--- src/rtl/e100_bus_fabric.sv ---
// e100_bus_fabric: one-hot AND-OR bus mux with keeper, slow-source settle stall and sticky contention flag
module e100_bus_fabric #(
   parameter int                 WIDTH     = 32,
   parameter int                 NUM_SRC   = 16,
   parameter logic [NUM_SRC-1:0] SLOW_MASK = 16'h000C,
   parameter int                 SLOW_LAT  = 4
) (
   input  logic                     clock,
   input  logic                     reset,
   input  logic                     clock_valid,
   input  logic [NUM_SRC*WIDTH-1:0] src_data,
   input  logic [NUM_SRC-1:0]       drive,
   output logic [WIDTH-1:0]         bus,
   output logic                     bus_valid,
   output logic                     stall,
   output logic                     contention,
   output logic [NUM_SRC-1:0]       contention_src
);
   typedef enum logic [1:0] {S_IDLE, S_WAIT, S_DONE} state_t;
   localparam logic [7:0] RELOAD = (SLOW_LAT > 1) ? 8'(SLOW_LAT - 2) : 8'd0;
   state_t             state, state_n;
   logic [7:0]         count, count_n;
   logic [NUM_SRC-1:0] drive_q;
   logic [WIDTH-1:0]   keeper, sel;
   logic               seen, multi, slow_sel, same, done_hold, fast_ok;
   // classify the drive vector and AND-OR the enabled sources together
   always_comb begin
      seen  = 1'b0;
      multi = 1'b0;
      sel   = '0;
      for (int i = 0; i < NUM_SRC; i++) begin
         multi = multi | (seen & drive[i]);
         seen  = seen | drive[i];
         sel   = sel | (src_data[i*WIDTH +: WIDTH] & {WIDTH{drive[i]}});
      end
   end
   assign slow_sel  = seen && !multi && |(drive & SLOW_MASK);
   assign fast_ok   = seen && !multi && !slow_sel;
   assign same      = drive == drive_q;
   assign done_hold = state == S_DONE && same && !multi;
   // state register: advances only on qualified edges
   always_ff @(posedge clock or negedge reset) begin
      if (!reset) begin
         state   <= S_IDLE;
         count   <= '0;
         drive_q <= '0;
      end else if (clock_valid) begin
         state   <= state_n;
         count   <= count_n;
         drive_q <= drive;
      end
   end
   // next state: count down an unchanged slow drive, otherwise re-evaluate as from idle
   always_comb begin
      state_n = state;
      count_n = count;
      if (state == S_WAIT && same && !multi) begin
         state_n = (count == 8'd0) ? S_DONE : S_WAIT;
         count_n = (count == 8'd0) ? count : count - 8'd1;
      end else if (!done_hold) begin
         state_n = slow_sel ? ((SLOW_LAT == 1) ? S_DONE : S_WAIT) : S_IDLE;
         count_n = RELOAD;
      end
   end
   // outputs: forced quiet while reset is asserted, keeper shown whenever no settled value
   always_comb begin
      bus_valid = reset && (fast_ok || (slow_sel && done_hold));
      stall     = reset && (state == S_WAIT || (slow_sel && !done_hold));
      bus       = !reset ? '0 : bus_valid ? sel : keeper;
   end
   // keeper holds the last settled value; contention records only the first offending drive
   always_ff @(posedge clock or negedge reset) begin
      if (!reset) begin
         keeper         <= '0;
         contention     <= 1'b0;
         contention_src <= '0;
      end else if (clock_valid) begin
         if (bus_valid) keeper <= bus;
         if (multi) begin
            contention <= 1'b1;
            if (!contention) contention_src <= drive;
         end
      end
   end
endmodule

--- config.mk ---
export PLATFORM = sky130hd
export DESIGN_NAME = e100_bus_fabric
export DESIGN_NICKNAME = d
export VERILOG_FILES = /design/src/rtl/e100_bus_fabric.sv
export SDC_FILE = /design/constraint.sdc
export NUM_CORES = 1
export LEC_CHECK = 0
export ABC_AREA = 1
export BUFFER_PORTS_ARGS = -buffer_cell sky130_fd_sc_hd__clkbuf_2
export CAP_MARGIN = 20
export CORE_AREA = 2 2 227 229
export CTS_BUF_LIST = sky130_fd_sc_hd__clkbuf_8
export DETAILED_ROUTE_END_ITERATION = 8
export DIE_AREA = 0 0 229 231
export PLACE_DENSITY = 0.45
export SYNTH_ARGS = -nofsm -noshare
export SYNTH_HDL_FRONTEND = slang
export SYNTH_SLANG_ARGS = --single-unit
--- constraint.sdc ---
create_clock -name clock -period 1.88 [get_ports clock]
set_clock_uncertainty 0.1 [all_clocks]
set_input_delay 0 -clock clock [delete_from_list [all_inputs] [get_ports clock]]
set_output_delay 0 -clock clock [all_outputs]
set_load 0.01 [all_outputs]
Word level (Yosys, flattened, before mapping)
Cells that the tools add are included.
- register bits after elaboration: 75
- bits of input ports: 531
- bitwise gates (word level): 76
- reduce and logical (&&, ||, !) cells: 23
- add/sub/neg operators: 1
- equal/unequal tests: 5
- mux-type cells: 9
- operator list (kind ; count):
    32-bit bitwise AND ; 16
    32-bit OR ; 15
    32-bit two-way mux ; 2
    1-bit OR ; 29
    8-bit two-way mux ; 3
    16-bit equality test ; 1
    1-bit bitwise AND ; 15
    1-bit logical AND ; 11
    8-bit logical NOT ; 1
    8-bit by 1-bit subtractor with 8-bit output, second input constant ; 1
    2-bit two-way mux ; 3
    2-bit AND reduction ; 3
    3-bit AND reduction ; 2
    1-bit logical NOT ; 3
    2-bit by 1-bit equality test with 1-bit output, second input constant ; 1
    2-bit equality test, second input constant ; 1
    1-bit logical OR ; 2
    2-bit by 1-bit inequality test with 1-bit output, second input constant ; 1
    2-bit inequality test, second input constant ; 1
    2-bit OR reduction ; 1
    1-bit two-way mux ; 1
    1-bit inverter ; 1

Depth between registers and ports, before layout
Gate-level depths: netlist (run 1).
- depth in word-level cells: 25
- gate-level depth with buffers: 21

Worst setup path before layout (run 1)
No wires, ideal clock.
- path type: register to register
- start point: reg drive_q[2]
- end point: reg keeper[10]
- data required time: 1715 ps
- setup time: 65 ps
- path slack: -198 ps
- arrival: 1913 ps
- cell stages (with the launch flop): 14
- path through: dfrtp_1 -> xor2_1 -> nor3_1 -> nand3_1 -> nor2_1 -> nand2_1 -> nor3_1 -> nand4_1 -> a21oi_2 -> buf_4 -> nand3_1 -> nand2_1 -> nand3_1 -> nand2_1
- word-level cells in the longest chain between the ends: 8
- elaborated cells on any way between the ends: 9
- RTL lines (what ; line ; text):
    from (decl) ; 23 ; logic [NUM_SRC-1:0] drive_q;
    from (signal assigned) ; 50 ; drive_q <= drive;
    16-bit equality test (*) ; 39 ; assign same = drive == drive_q;
    1-bit logical AND (*) (2 in series) ; 40 ; assign done_hold = state == S_DONE && same && !multi;
    1-bit logical AND (*) ; 67 ; bus_valid = reset && (fast_ok || (slow_sel && done_hold));
    1-bit logical OR (*) ; 67 ;
    1-bit logical AND (*) ; 67 ;
    32-bit two-way mux (2 in series) ; 69 ; bus = !reset ? '0 : bus_valid ? sel : keeper;
    to (signal assigned) ; 78 ; if (bus_valid) keeper <= bus;
    to (decl) ; 24 ; logic [WIDTH-1:0] keeper, sel;
Every way passes the cells marked *; elsewhere a longest branch is shown, timed or not.
A chain may end at the register's enable or synchronous reset.

Worst setup path after layout (run 1)
- start point: reg drive_q[2]
- end point: out bus[5]
- word-level cells in the longest chain between the ends: 8
- RTL lines (what ; line ; text):
    16-bit equality test ; 39 ;
    1-bit logical AND (2 in series) ; 40 ;
    1-bit logical AND ; 67 ;
    1-bit logical OR ; 67 ;
    1-bit logical AND ; 67 ;
    32-bit two-way mux (2 in series) ; 69 ;
    to (decl) ; 13 ; output logic [WIDTH-1:0] bus,
Every way passes these cells.

==> results of run 1 <==
layout make-up:
class,count,area [um^2]
Sequential cell,75,1880
Inverter,36,166
Clock buffer,9,124
Timing Repair inverter,2,27.5
Multi-Input combinational cell,845,5300
Timing Repair Buffer,775,4800
Tap cell,680,851
Clock inverter,7,92.6
Antenna cell,7,17.5
Fill cell,5724,37400
metrics by stage:
step / hold WS [ns] / setup TNS [ns] / std cells / setup WS, ns / total power, uW
finish: 0.0172 / -54.91 / 2436 / -0.941 / 5380
global route: 0.0379 / -69.28 / 2432 / -1.13 / 5640
CTS: 0.000792 / -58.26 / 2427 / -0.996 / 5410
detailed placement: -0.222 / -44.31 / 2372 / -0.586 / 3810
global placement: -0.218 / -43.78 / 2372 / -0.591 / 3800
floorplan: -0.396 / -9.17 / 1048 / -0.136 / 2470
cell usage in the layout, fill, tap and decap left out, types with 4 or more instances in the layout:
| master | n |
|---|---|
| a221oi_1 | 93 |
| nor2_4 | 7 |
| inv_2 | 4 |
| nand4_1 | 49 |
| clkbuf_2 | 550 |
| buf_4 | 143 |
| inv_1 | 30 |
| a22o_1 | 94 |
| nand3_1 | 68 |
| xor2_1 | 10 |
| dfrtp_1 | 75 |
| a21oi_2 | 27 |
| nor2_1 | 37 |
| nand2_8 | 6 |
| nand2_2 | 13 |
| a21oi_1 | 36 |
| nor2_2 | 11 |
| buf_2 | 23 |
| xnor2_1 | 7 |
| clkbuf_8 | 9 |
| buf_6 | 18 |
| nand3_2 | 33 |
| nand2_1 | 304 |
| diode_2 | 7 |
| buf_12 | 19 |
| o21ai_0 | 16 |
| nand2_4 | 9 |
| dlygate4sd3_1 | 16 |
| nor3_1 | 4 |
final timing paths:
check / start / endpoint / depth (start not counted)
setup / recovery: drive_q[2]$_DFFE_PN0P_ / bus[5] / 13
hold / removal: reset / keeper[0]$_DFFE_PN0P_ / 6
setup reg to reg: drive_q[2]$_DFFE_PN0P_ / keeper[19]$_DFFE_PN0P_ / 16
hold reg to reg: keeper[18]$_DFFE_PN0P_ / keeper[18]$_DFFE_PN0P_ / 2
max in group asynchronous: reset / keeper[13]$_DFFE_PN0P_ / 5
min in group asynchronous: reset / count[2]$_DFFE_PN0P_ / 4
worst min-delay path: cells and delay by family:
kind | cells | cell delay, ns
AND/OR/NAND/NOR | 4 | 0.23
buffers and inverters | 2 | 0.23
metal layers:
metal	up-vias	part of all wire	track usage
met5	-	0.00019	0
met4	2	0.027	0.0582
met3	84	0.064	0.0432
met2	600	0.49	0.406
met1	5650	0.42	0.280
li1	5225	-	-
power groups by stage:
| stage | clock network, uW | logic [uW] | registers [uW] |
|---|---|---|---|
| 2_1_floorplan | 0 | 739 | 1730 |
| 5_1_grt | 1600 | 2330 | 1710 |
| 4_1_cts | 1560 | 2140 | 1700 |
| 3_3_place_gp | 0 | 2070 | 1730 |
| 6_report | 1490 | 2180 | 1700 |
| 3_5_place_dp | 0 | 2080 | 1730 |
flip-flops by register name, summed over array words and instances, names as in the netlist:
register	cells
keeper	32
state	2
drive_q	16
contention_src	16
contention	1
count	8
cell families after synthesis:
family          Yosys count  synth area share
simple gates            547             0.341
compound gates          276             0.295
buf+inv                 129            0.0759
flops                    75             0.261
xor+xnor                 17            0.0207
mux                       3           0.00470
fa+ha+maj                 1           0.00174
what timing repair did:
item | in CTS | in global routing
setup buffers | 24 | 8
cloned | 4 | 4
resized for setup | 51 | 132
hold buffers | 17 | 1
pin swaps | 16 | 26
setup endpoints to repair | 76 | 92
endpoints found under the hold margin | 86 | 1
==> metrics.csv, run 1 <==
stage;metric;value;unit
route;dr.pass1.iters;5;
grt;grt_pass1_vias;11784;
critical_path;slowest_delay;0.40;ns
critical_path;arrival;2.72;ns
die;core;50700;um^2
logic_synthesis;synth_warnings;0;
die;num_io_pins;582;
placement;hpwlAfterDp;50600;um
critical_path;r2r_setup_slack;-0.69;ns
power_and_ir_drop;power.switching;1960;uW
logic_synthesis;yosysMostFrequentCell;nand2_1;
die;start_util;0.142;
hold_path;hold_path.class;in -> reg;
layout;drive_gt1_frac;0.517;
cts;clkTransAtPathRegs;0.10;ns
grt;grt_overflow_total;0;
critical_path;slowest_stage;dfrtp_1;
power_and_ir_drop;pwr-share-seq;0.316;
cts;clk_latency;0.39;ns
critical_path;cp_top_family;simple AND/OR/NAND/NOR gates;
layout;synthToLayoutAreaGrowth;84.5;%
logic_synthesis;syn_nets;1580;
sta;hold_viol_final;0;
layout;post-route-util;0.262;
critical_path;crit_chain;xor2_1 -> nor3_1 -> nand3_1 -> nor2_1 -> nand2_1 -> nor3_2 -> nand4_1 -> a21oi_4 -> buf_12 -> buf_12 -> nand3_2 -> a21oi_2 -> clkbuf_2;
critical_path;end_kind;output port;
logic_synthesis;ys_seq_elements;75;
power_and_ir_drop;swShare;0.365;
logic_synthesis;synth_area_leaders;dfrtp_1 26%, nand2_1 17%, a22o_1 11%, a221oi_1 11%, nand3_1 6.9%;
sta;maxSlewViolCount;0;
placement;globalplace.congestion;1.00;
critical_path;crit_type;reg -> out;
route;ant_nets;0;
grt;grt_pass1_wl;85700;um
grt;antenna_found_initial;10;
logic_synthesis;synth_edf_count;0;
sta;period_share;1.50;
logic_synthesis;ys_top_cells_by_count;325 x nand2_1, 99 x nand3_1, 94 x a22o_1, 93 x a221oi_1, 75 x dfrtp_1;
sta;rsz0062_at_grt;true;
outcome;violations;negative setup slack;
grt;grt_start_max_net_pins;36;
power_and_ir_drop;clkPwrFrac;0.278;
die;die_w;229;um
power_and_ir_drop;peakVddDrop;377;uV
logic_synthesis;netlist_area;7180;um^2
placement;port_buffers;581;
critical_path;start_kind;flip-flop;
placement;dpl_cell_area;12000;um^2
logic_synthesis;yosysSeqAreaShare;0.261;
die;dieArea;52900;um^2
cts;h-tree-depth;3;
critical_path;crit_path_frequent_cell;buf_12;
cts;clock-sinks;75;
route;viasPerCell;4.75;
route;drt_first_iter_violations;769;
cts;cts_buffers;9;
layout;nets;2276;
critical_path;crit_required;1.78;ns
run;max-cap-violations;0;
logic_synthesis;yosys.cell_types.count;39;
sta;slew_headroom;0.461;
power_and_ir_drop;cellPowerDensity;406;nW/um^2
logic_synthesis;synth.avg_cell_area;6.85;um^2
sta;finalSetupViolCount;76;
sta;worst_pin_slew;0.806;ns
logic_synthesis;post-synth-top-area-cell;dfrtp_1;
power_and_ir_drop;p_int;3420;uW
logic_synthesis;syn_inst;1048;
die;rows;83;
outcome;status;finished with violations;
sta;worst_slack;-0.941;ns
logic_synthesis;synthArstFlopShare;1.00;
route;drc;0;
cts;cts_tree;built;
critical_path;crit_fanout;16;
cts;clockRootBuffer;clkbuf_8;
route;dr_total_vias;11561;
grt;grt_use_total;0.228;
sta;fmax;354;MHz
critical_path;critPathBufInv;3;
logic_synthesis;synth_ff_type;dfrtp_1;
sta;period_needed;2.82;ns
cts;cts_max_path_buffers;2;
die;die_h;231;um
route;routedWlPerCell;25.9;um
logic_synthesis;synth_top_area_frac;0.261;
layout;finish.instance_area;13300;um^2
route;wl;63000;um
power_and_ir_drop;leakage;0.00686;uW
power_and_ir_drop;combPwrFrac;0.406;
Note: power is estimated with default switching activity, not from simulation.
==> run 2, diff against run 1 <==
SETUP_SLACK_MARGIN = 0.4   (was default)
==> run 2 against run 1 <==
  * The run ends with negative hold slack, negative setup slack left
  * Register-to-register slack about the same
  * Maximum frequency down 0.75%
  * Sequential power about the same
  * Cell area up 1.3%
  * Combinational power about the same
  * Cell count down 0.29%
  * Clock power up 13%
  * Wire length down 0.60%
  * Total power up 3.7%
  * Flip-flop and latch count unchanged
  * Core utilization up 0.33 points
  * Largest power group unchanged
==> metrics.csv, run 2 (synthesized netlist as in run 1, its figures left out) <==
stage;metric;value;unit;change
grt;grt_pass1_wl;84700;um;-1.1%
grt;grt_pass1_vias;11635;;-1.3%
critical_path;crit_required;1.78;ns;about the same
sta;rsz0062_at_grt;true;;
route;dr.pass1.iters;5;;unchanged
route;drc;0;;unchanged
sta;finalSetupViolCount;76;;unchanged
die;die_h;231;um;unchanged
critical_path;start_kind;flip-flop;;
cts;clkTransAtPathRegs;0.09;ns;about the same
die;start_util;0.142;;unchanged
placement;globalplace.congestion;0.993;;-0.94%
sta;slew_headroom;0.366;;-0.0953
sta;period_share;1.51;;+0.0113
route;ant_nets;0;;unchanged
layout;synthToLayoutAreaGrowth;86.8;%;
power_and_ir_drop;leakage;0.00689;uW;+0.47%
sta;fmax;352;MHz;-0.75%
critical_path;crit_type;reg -> out;;
cts;clock-sinks;75;;unchanged
cts;cts_max_path_buffers;2;;unchanged
sta;worst_slack;-0.962;ns;-0.0212 ns
die;core;50700;um^2;unchanged
layout;final_common_cell;clkbuf_2;;
power_and_ir_drop;peakVddDrop;249;uV;-34%
sta;hold_viol_final;16;;+16
placement;dpl.cell_count;2365;;-0.30%
critical_path;end_kind;output port;;
grt;grt_overflow_total;0;;unchanged
die;num_io_pins;582;;unchanged
power_and_ir_drop;cellPowerDensity;415;nW/um^2;+2.4%
cts;clockRootBuffer;clkbuf_8;;
outcome;status;finished with violations;;
die;dieArea;52900;um^2;unchanged
layout;top_regs;keeper: 32 flops, contention_src: 16 flops, drive_q: 16 flops;;
cts;h-tree-depth;3;;unchanged
layout;mostFrequentLayoutCells;552 x clkbuf_2, 314 x nand2_1, 133 x buf_4;;
grt;grt_start_max_net_pins;34;;-5.6%
run;max-cap-violations;0;;unchanged
sta;period_needed;2.84;ns;+0.0212 ns
placement;port_buffers;581;;unchanged
die;rows;83;;unchanged
layout;drive_gt1_frac;0.517;;about the same
outcome;violations;negative hold slack, negative setup slack;;
sta;holdWs;-0.0687;ns;-0.0859 ns
layout;top_register;keeper;;
cts;cts_buffers;9;;unchanged
route;dr_total_vias;11453;;-0.93%
layout;post-route-util;0.265;;+0.00328
route;wl;62600;um;-0.60%
cts;cts_tree;built;;
sta;fin_setup_tns;-56.32;ns;-1.41 ns
placement;place_ws;-0.653;ns;-0.0674 ns
critical_path;arrival;2.74;ns;+0.02 ns
layout;nets;2270;;-0.26%
hold_path;hold_path.class;in -> async;;
layout;largest_register_ffs;32;;unchanged
critical_path;crit_fanout;9;;-7
sta;maxSlewViolCount;0;;unchanged
route;drt_first_iter_violations;720;;-6.4%
placement;hpwlAfterDp;50100;um;-1.0%
route;viasPerCell;4.72;;-0.65%
grt;grt_use_total;0.225;;-0.00275
route;routedWlPerCell;25.8;um;-0.31%
die;die_w;229;um;unchanged
grt;antenna_found_initial;12;;+2
layout;instances_no_fill;2429;;-0.29%
sta;worst_pin_slew;0.948;ns;+0.142 ns
cts;clk_latency;0.39;ns;about the same
## run 2: cell types whose count changed in the layout (fill, tap and decap cells not counted), sizes merged
cell,previous run,this run
clkinv,2,1
bufinv,2,3
dlygate4sd3,16,17
dlymetal6s4s,0,1
buf,206,195
inv,39,38
clkbuf,562,567
clkinvlp,2,1
diode,7,6
## run 2: repair_timing
action                                  in CTS  in global routing
hold endpoints to repair                    88                  4
hold buffers                                14                  4
cloned                                       2                  7
endpoints found under the setup margin      92                148
pin swaps                                   14                 32
buffers inserted                             5                 10
resized for setup                           57                127
## run 2: power by group
group	internal, uW	switching (uW)	total, uW
logic	1010	1180	2190
clock network	922	754	1680
registers	1660	44.3	1710
total	3600	1970	5570
## run 2: area by class of cell
cell class / count / area, um^2
diodes: 6 / 15.0
clock buffers: 10 / 138
clock inverters: 6 / 111
fillers: 5676 / 37300
inverters: 36 / 155
multi-input cells: 845 / 5390
flip-flops and latches: 75 / 1880
well taps: 680 / 851
repair buffers: 770 / 4880
repair inverters: 1 / 8.76
## run 2: critical path, cell delays in order, from the launching register on
cell	delay (ns)
dfrtp_1	0.40
xor2_1	0.14
nor3_1	0.14
nand3_1	0.12
nor2_2	0.13
nand2_1	0.08
nor3_2	0.14
nand4_1	0.17
a21oi_4	0.25
buf_12	0.18
buf_4	0.14
nand3_1	0.10
a21oi_1	0.17
clkbuf_2	0.17
## run 2: worst paths after layout
kind | start | endpoint | slack (ns) | cells after the start
max | drive_q[2]$_DFFE_PN0P_ | bus[1] | -0.96 | 13
min | reset | count[2]$_DFFE_PN0P_ | -0.07 | 2
max reg2reg | drive_q[2]$_DFFE_PN0P_ | keeper[7]$_DFFE_PN0P_ | -0.68 | 17
min reg2reg | keeper[29]$_DFFE_PN0P_ | keeper[29]$_DFFE_PN0P_ | 0.38 | 2
max in group asynchronous | reset | keeper[10]$_DFFE_PN0P_ | 0.56 | 3
min in group clock | reset | keeper[14]$_DFFE_PN0P_ | -0.05 | 5
## run 2: routing by layer
layer,global-route usage,vias up,share of wire
met4,0.0655,2,0.031
met2,0.396,553,0.49
li1,-,5221,-
met1,0.278,5569,0.42
met3,0.0420,108,0.059
met5,0,-,0.00021
## run 2: stage by stage
step / cell area, um^2 / power [uW]
5_1_grt: 13400 / 5840
6_report: 13400 / 5570
2_1_floorplan: 7330 / 2470
3_3_place_gp: 12000 / 3790
4_1_cts: 12800 / 5580
3_5_place_dp: 12000 / 3800
